File: src/rtl/logic_unit_seq.sv
// Sequenced bitwise logic unit (AND/OR/XOR/NOR), W bits per cycle over an N-bit operand pair.
// Latency: out_valid N/W cycles after the request handshake; no overlap between operations.
// Backpressure: in_ready low while busy; result held in DONE until out_ready. Optional zero flag: LOGIC_UNIT_SEQ_ZERO_FLAG_EN.
module logic_unit_seq #(
    parameter int N = 64,
    parameter int W = 16
) (
    input  logic         clk,
    input  logic         rst_n,
    input  logic         in_valid,
    output logic         in_ready,
    input  logic [1:0]   op,
    input  logic [N-1:0] a,
    input  logic [N-1:0] b,
    output logic         out_valid,
    input  logic         out_ready,
    output logic [N-1:0] result,
    output logic         busy
`ifdef LOGIC_UNIT_SEQ_ZERO_FLAG_EN
    ,
    output logic         zero
`endif
);

    localparam int NS = N / W;
    localparam int CW = (NS > 1) ? $clog2(NS) : 1;
    localparam logic [CW-1:0] LAST = CW'(NS - 1);

    typedef enum logic [1:0] {
        S_IDLE,
        S_RUN,
        S_DONE
    } state_t;

    state_t        state_q, state_d;
    logic [N-1:0]  a_q, b_q, result_q;
    logic [1:0]    op_q;
    logic [CW-1:0] cnt_q;
    logic [W-1:0]  a_sl, b_sl, slice;
    logic          zero_q;

    always_ff @(posedge clk or negedge rst_n) begin
        if (!rst_n) begin
            state_q <= S_IDLE;
        end else begin
            state_q <= state_d;
        end
    end

    always_comb begin
        state_d   = state_q;
        in_ready  = 1'b0;
        out_valid = 1'b0;
        busy      = 1'b1;
        case (state_q)
            S_IDLE: begin
                in_ready = 1'b1;
                busy     = 1'b0;
                if (in_valid) state_d = S_RUN;
            end
            S_RUN: begin
                if (cnt_q == LAST) state_d = S_DONE;
            end
            S_DONE: begin
                out_valid = 1'b1;
                if (out_ready) state_d = S_IDLE;
            end
            default: state_d = S_IDLE;
        endcase
    end

    // Constant-index mux keeps the slice select free of variable part-selects.
    always_comb begin
        a_sl = '0;
        b_sl = '0;
        for (int k = 0; k < NS; k++) begin
            if (cnt_q == CW'(k)) begin
                a_sl = a_q[k*W +: W];
                b_sl = b_q[k*W +: W];
            end
        end
    end

    always_comb begin
        case (op_q)
            2'b00:   slice = a_sl & b_sl;
            2'b01:   slice = a_sl | b_sl;
            2'b10:   slice = a_sl ^ b_sl;
            default: slice = ~(a_sl | b_sl);
        endcase
    end

    always_ff @(posedge clk or negedge rst_n) begin
        if (!rst_n) begin
            a_q      <= '0;
            b_q      <= '0;
            op_q     <= 2'b00;
            cnt_q    <= '0;
            result_q <= '0;
            zero_q   <= 1'b0;
        end else begin
            case (state_q)
                S_IDLE: begin
                    if (in_valid) begin
                        a_q    <= a;
                        b_q    <= b;
                        op_q   <= op;
                        cnt_q  <= '0;
                        zero_q <= 1'b1;
                    end
                end
                S_RUN: begin
                    for (int k = 0; k < NS; k++) begin
                        if (cnt_q == CW'(k)) result_q[k*W +: W] <= slice;
                    end
                    if (cnt_q != LAST) cnt_q <= cnt_q + CW'(1);
                    zero_q <= zero_q & (slice == '0);
                end
                default: ;
            endcase
        end
    end

    assign result = result_q;
`ifdef LOGIC_UNIT_SEQ_ZERO_FLAG_EN
    assign zero = zero_q;
`endif

endmodule

File: config.mk
export PLATFORM = sky130hd
export DESIGN_NAME = logic_unit_seq
export DESIGN_NICKNAME = d
export VERILOG_FILES = /design/src/rtl/logic_unit_seq.sv
export SDC_FILE = /design/constraint.sdc
export NUM_CORES = 1
export LEC_CHECK = 0
export CAP_MARGIN = 30
export CORE_MARGIN = 1.5
export CORE_UTILIZATION = 24
export DETAILED_ROUTE_END_ITERATION = 8
export RECOVER_POWER = 25
export SYNTH_ARGS = -nofsm -noshare
export SYNTH_HDL_FRONTEND = slang
export SYNTH_SLANG_ARGS = --single-unit
export TNS_END_PERCENT = 20
File: constraint.sdc
create_clock -name clk -period 3.7 [get_ports clk]
set_clock_uncertainty 0.05 [all_clocks]
set_input_delay 0.37 -clock clk [delete_from_list [all_inputs] [get_ports clk]]
set_output_delay 0.37 -clock clk [all_outputs]
set_load 0.01 [all_outputs]
# == Word level (Yosys, flattened, before mapping) ==
# Cells that the tools add are included.
# classes
addsub,1
n_eq_ne,12
mux,19
n_bitwise,4
reduce_logical,11
# ops
operator,count
two-way mux 16 bit,8
case mux 16 bit (3 select lines),1
AND 16 bit,1
inverter 16 bit,1
OR 16 bit,1
bitwise XOR 16 bit,1
two-way mux 2 bit,5
inequality test 2 bit (second input constant),5
AND reduction 2 bit,5
equality test 2 bit (second input constant),4
equality test 2 x 1 -> 1 bit (second input constant),3
logical NOT 2 bit,3
case mux 2 bit (3 select lines),1
AND reduction 3 bit,2
case mux 2 bit (2 select lines),1
two-way mux 1 bit,3
adder 2 x 1 -> 2 bit (second input constant),1
nonzero test 2 bit,1
# word_totals
regBits,198
out_inout_bits,67
elab_cells,56

# == Depth between registers and ports, before layout ==
# depth
word_depth,8
mapped_depth,11
depth_no_buf,9

# == Worst setup path before layout ==
# OpenSTA, ideal clock, no wires.
# synth_timing
path_kind,register to register
from,register cnt_q[0]
to,register result_q[1] (netlist: result[1])
t_arrival_ns,2.231
slack_ns,1.271
path_stages_with_launch,11
synth_period_minus_slack_ns,2.429
cell_sequence,dfrtp_1 > inv_1 > ha_1 > clkbuf_1 > nor2b_1 > clkbuf_1 > a221o_1 > a22o_1 > ha_1 > mux2i_1 > a221oi_1
# synth_via
elab_chain_cells,8
elab_cells_between_ends,18
classes_between,3 x eq/ne; 9 x mux; 4 x bitwise; 2 x reduce/logical
# synth_rtl
element,line_no,text
from (decl),38,logic [CW-1:0] cnt_q;
from (signal assigned),116,if (cnt_q != LAST) cnt_q <= cnt_q + CW'(1);
logical NOT 2 bit,"77, 114",
two-way mux 16 bit (4 in a row),77,if (cnt_q == CW'(k)) begin
OR 16 bit,"87, 89",
inverter 16 bit,89,default: slice = ~(a_sl | b_sl);
case mux 16 bit (3 select lines),85,case (op_q)
"to (signal, indexed assignment)",114,if (cnt_q == CW'(k)) result_q[k*W +: W] <= slice;
to (decl),36,"logic [N-1:0] a_q, b_q, result_q;"
# Parallel ways exist; a longest one is shown, timed or not.
# A chain may end at the register's enable or synchronous reset.

# == Worst setup path after layout ==
# layout_timing
from,register cnt_q[1]
to,register result_q[60] (netlist: result[60])
# layout_via
elab_chain_cells,8
elab_cells_between_ends,18
classes_between,3 x eq/ne; 9 x mux; 4 x bitwise; 2 x reduce/logical
# layout_rtl
element,line_no
logical NOT 2 bit,77
two-way mux 16 bit (4 in a row),77
OR 16 bit,"87, 89"
inverter 16 bit,89
case mux 16 bit (3 select lines),85
# Parallel ways exist; a longest one is shown, timed or not.

==> out/metrics.cfg <==
[grt]
grt_antenna_before_repair=11
grt_pass1_wl_mm=49.85
gr-total-overflow=0
grt_pass1_vias=7576
grt_max_degree=96
grt_usage=0.1517

[worst_setup_path]
cp-end-kind=flip-flop
slowest_stage=o21ai_0
arrival_ps=3250
r2r-start=cnt_q[1]
r2r.worst_path.cells=8
rrSetupSlack_ps=680
startpoint_type=flip-flop
cp-endpoint=result[60]
path_common_cell=o21ai_0
cp_cell_sequence=inv_1 > ha_2 > buf_4 > o21ai_0 > a22o_1 > ha_1 > o21ai_0 > a221oi_1
reg2reg_to=result[60]
critPathRequiredTime_ps=3930
crit_start=cnt_q[1]
crit_fanout=59
max_stage_delay_ps=600
crit_type=flip-flop to flip-flop

[timing]
period_share=0.8166
finalMaxSlewViolations=96
max_slew_margin=-0.7159
tns_ps=0
layout_setup_ws_ps=678.4
grt_setup_unrepaired=false
fin_crit_ps=3022
worst_slew_pin_slew_ps=2574
hold_viol_final=0
fmax_mhz=331.0
finalSetupViolations=0
timing.hold.ws_ps=441.8

[clock_tree]
cts_root_buffer=clkbuf_16
cts_buffer_depth=2
ctsHtreeMaxLevel=4
cts_sinks=198
clk_pin_slew_worst_paths_ps=80
clk_latency_ps=450
cts_resized=0
cts_tree=yes
cts_setup_buffers=0
cts_hold_buffers=1
cts_buffers=17

[logic_synthesis]
synth-edff-count=0
synthFlopType=dfrtp_1
postSynthAreaPerCell_um2=11.91
postSynthCellCount=854
async_flop_share=1.000
synthesis.area_um2=10170
ys_types=30
yosysWarnings=0
synth-seq-cells=198
synth_seq_area_share=0.4873
synthesis.nets=1024

[job]
cap_violations=1

[die]
die_area_um2=43610
core.rowCount=75
die-width_um=208.8
ios=201
initial_core_util=0.2430
core_region_area_um2=41850
die_h_um=208.8

[power]
comb_power_share=0.541
power_density_nw_per_um2=993.1
p_switching_mw=5.496
clockPowerShare=0.144
internal_power_mw=7.658
leakagePower_nw=5.649
p_sw_frac=0.4178
peakVddDrop_v=0.0003530
p_seq_frac=0.315

[place]
dp_hpwl_mm=24.16
io_buffers=200
place_area_um2=12630
pre_cts_slack_ps=753.6
routabilityCongestion=0.7976

[routing]
ant_nets=0
wl_per_cell_um=20.55
drc=0
wirelength_mm=32.48
dr.pass1.iters=5
viasPerCell=4.777
drt_iter0_drc=728
dr_total_vias=7547

[final_layout]
fin_area_um2=13250
nets=1193
fillCellCount=4244
multiInputGateArea_um2=4677
seq_area_um2=4956
drive_gt1_frac=0.1776
area_growth_syn_to_layout_pct=30.26

[status]
run_status=finished, violations left
violations=max-capacitance violations, max-slew violations

[hold_path]
hp-class=flip-flop to flip-flop

==> Yosys cell counts, drive strengths merged (4+ instances only) <==
master	instances	area (um2)
dfrtp	198	4955
mux2	130	1802
nor2	65	244.0
a221oi	64	560.5
a21oi	58	290.3
o21ai	42	210.2
nand2	41	153.9
inv	37	138.9
buf	36	282.8
clkbuf	36	135.1
ha	36	450.4
a22o	32	280.3
a22oi	32	240.2
mux2i	17	170.2
a221o	8	80.08
and3	4	25.02
and3b	4	35.03
nor3b	4	50.05
==> power by group through the flow <==
stage | combinational [mW] | sequential (mW) | clock [mW]
2_1_floorplan | 4.70 | 4.00 | 0
3_3_place_gp | 6.84 | 4.24 | 0
4_1_cts | 7.02 | 4.23 | 1.96
5_1_grt | 7.86 | 4.29 | 2.05
3_5_place_dp | 6.99 | 4.26 | 0
6_report | 7.11 | 4.14 | 1.90
==> through the flow <==
| step | utilization | power (mW) | instances |
|---|---|---|---|
| finish | 0.3165 | 13.15 | 1580 |
| global route | 0.3164 | 14.20 | 1578 |
| detailed placement | 0.3017 | 11.26 | 1541 |
| CTS | 0.3159 | 13.21 | 1574 |
| floorplan | - | 8.699 | 854 |
| global placement | 0.3017 | 11.08 | 1541 |
==> how the worst min path moves through the flow <==
stage	start	endpoint	slack, ps	depth (start not counted)
2_1_floorplan	rst_n	a_q[0]	20	0
5_1_grt	b[46]	b_q[46]	450	2
3_5_place_dp	b_q[47]	b_q[47]	430	1
6_report	b_q[47]	b_q[47]	440	1
4_1_cts	a[13]	a_q[13]	440	2
3_3_place_gp	b_q[37]	b_q[37]	420	1
==> critical path, delay by kind of cell (launching register included) <==
| kind | cells | cell delay [ps] |
|---|---|---|
| fa+ha+maj | 2 | 360 |
| compound gates | 4 | 1390 |
| flops | 1 | 430 |
| buf+inv | 2 | 580 |
==> cell families after synthesis <==
logic type | Yosys count | synth area share
AO/OA/AOI/OAI | 237 | 0.1641
flip-flops | 198 | 0.4873
multiplexers | 147 | 0.1939
AND/OR/NAND/NOR | 127 | 0.05562
buffers and inverters | 109 | 0.05476
adder cells (fa/ha/maj) | 36 | 0.04430
==> metal layers <==
layer  up-vias  share of wire  global-route usage
li1       3481              -                   -
met1      3775           0.49              0.2201
met2       249           0.41              0.2092
met3        32          0.076             0.05365
met4        10          0.014             0.04323
met5         -         0.0025                   0
==> cell type report <==
cell class / instances / area share
clock buffers: 18 / 0.03240
diodes: 5 / 0.0009446
well taps: 539 / 0.05092
multi-input cells: 547 / 0.3531
flip-flops and latches: 198 / 0.3742
repair buffers: 222 / 0.1663
clock inverters: 14 / 0.01171
inverters: 37 / 0.01049
==> registers in the layout, indices dropped and copies added (netlist names) <==
| name | count |
|---|---|
| b_q | 64 |
| a_q | 64 |
| cnt_q | 2 |
| result | 64 |
| state_q | 2 |
| op_q | 2 |
==> cell usage in the layout (no fill, tap or decap), drive strengths merged, types with 4 or more instances in the layout <==
cell type and instances:
a221o 8, nor2 65, buf 21, clkdlybuf4s50 199
diode 5, nor3b 4, and3 4, ha 36
a221oi 64, o21ai 42, and3b 4, mux2 130
a22o 32, a22oi 32, mux2i 17, nand2 41
a21oi 58, clkbuf 19, dfrtp 198, inv 47
Power figures use the tool's default switching activity.
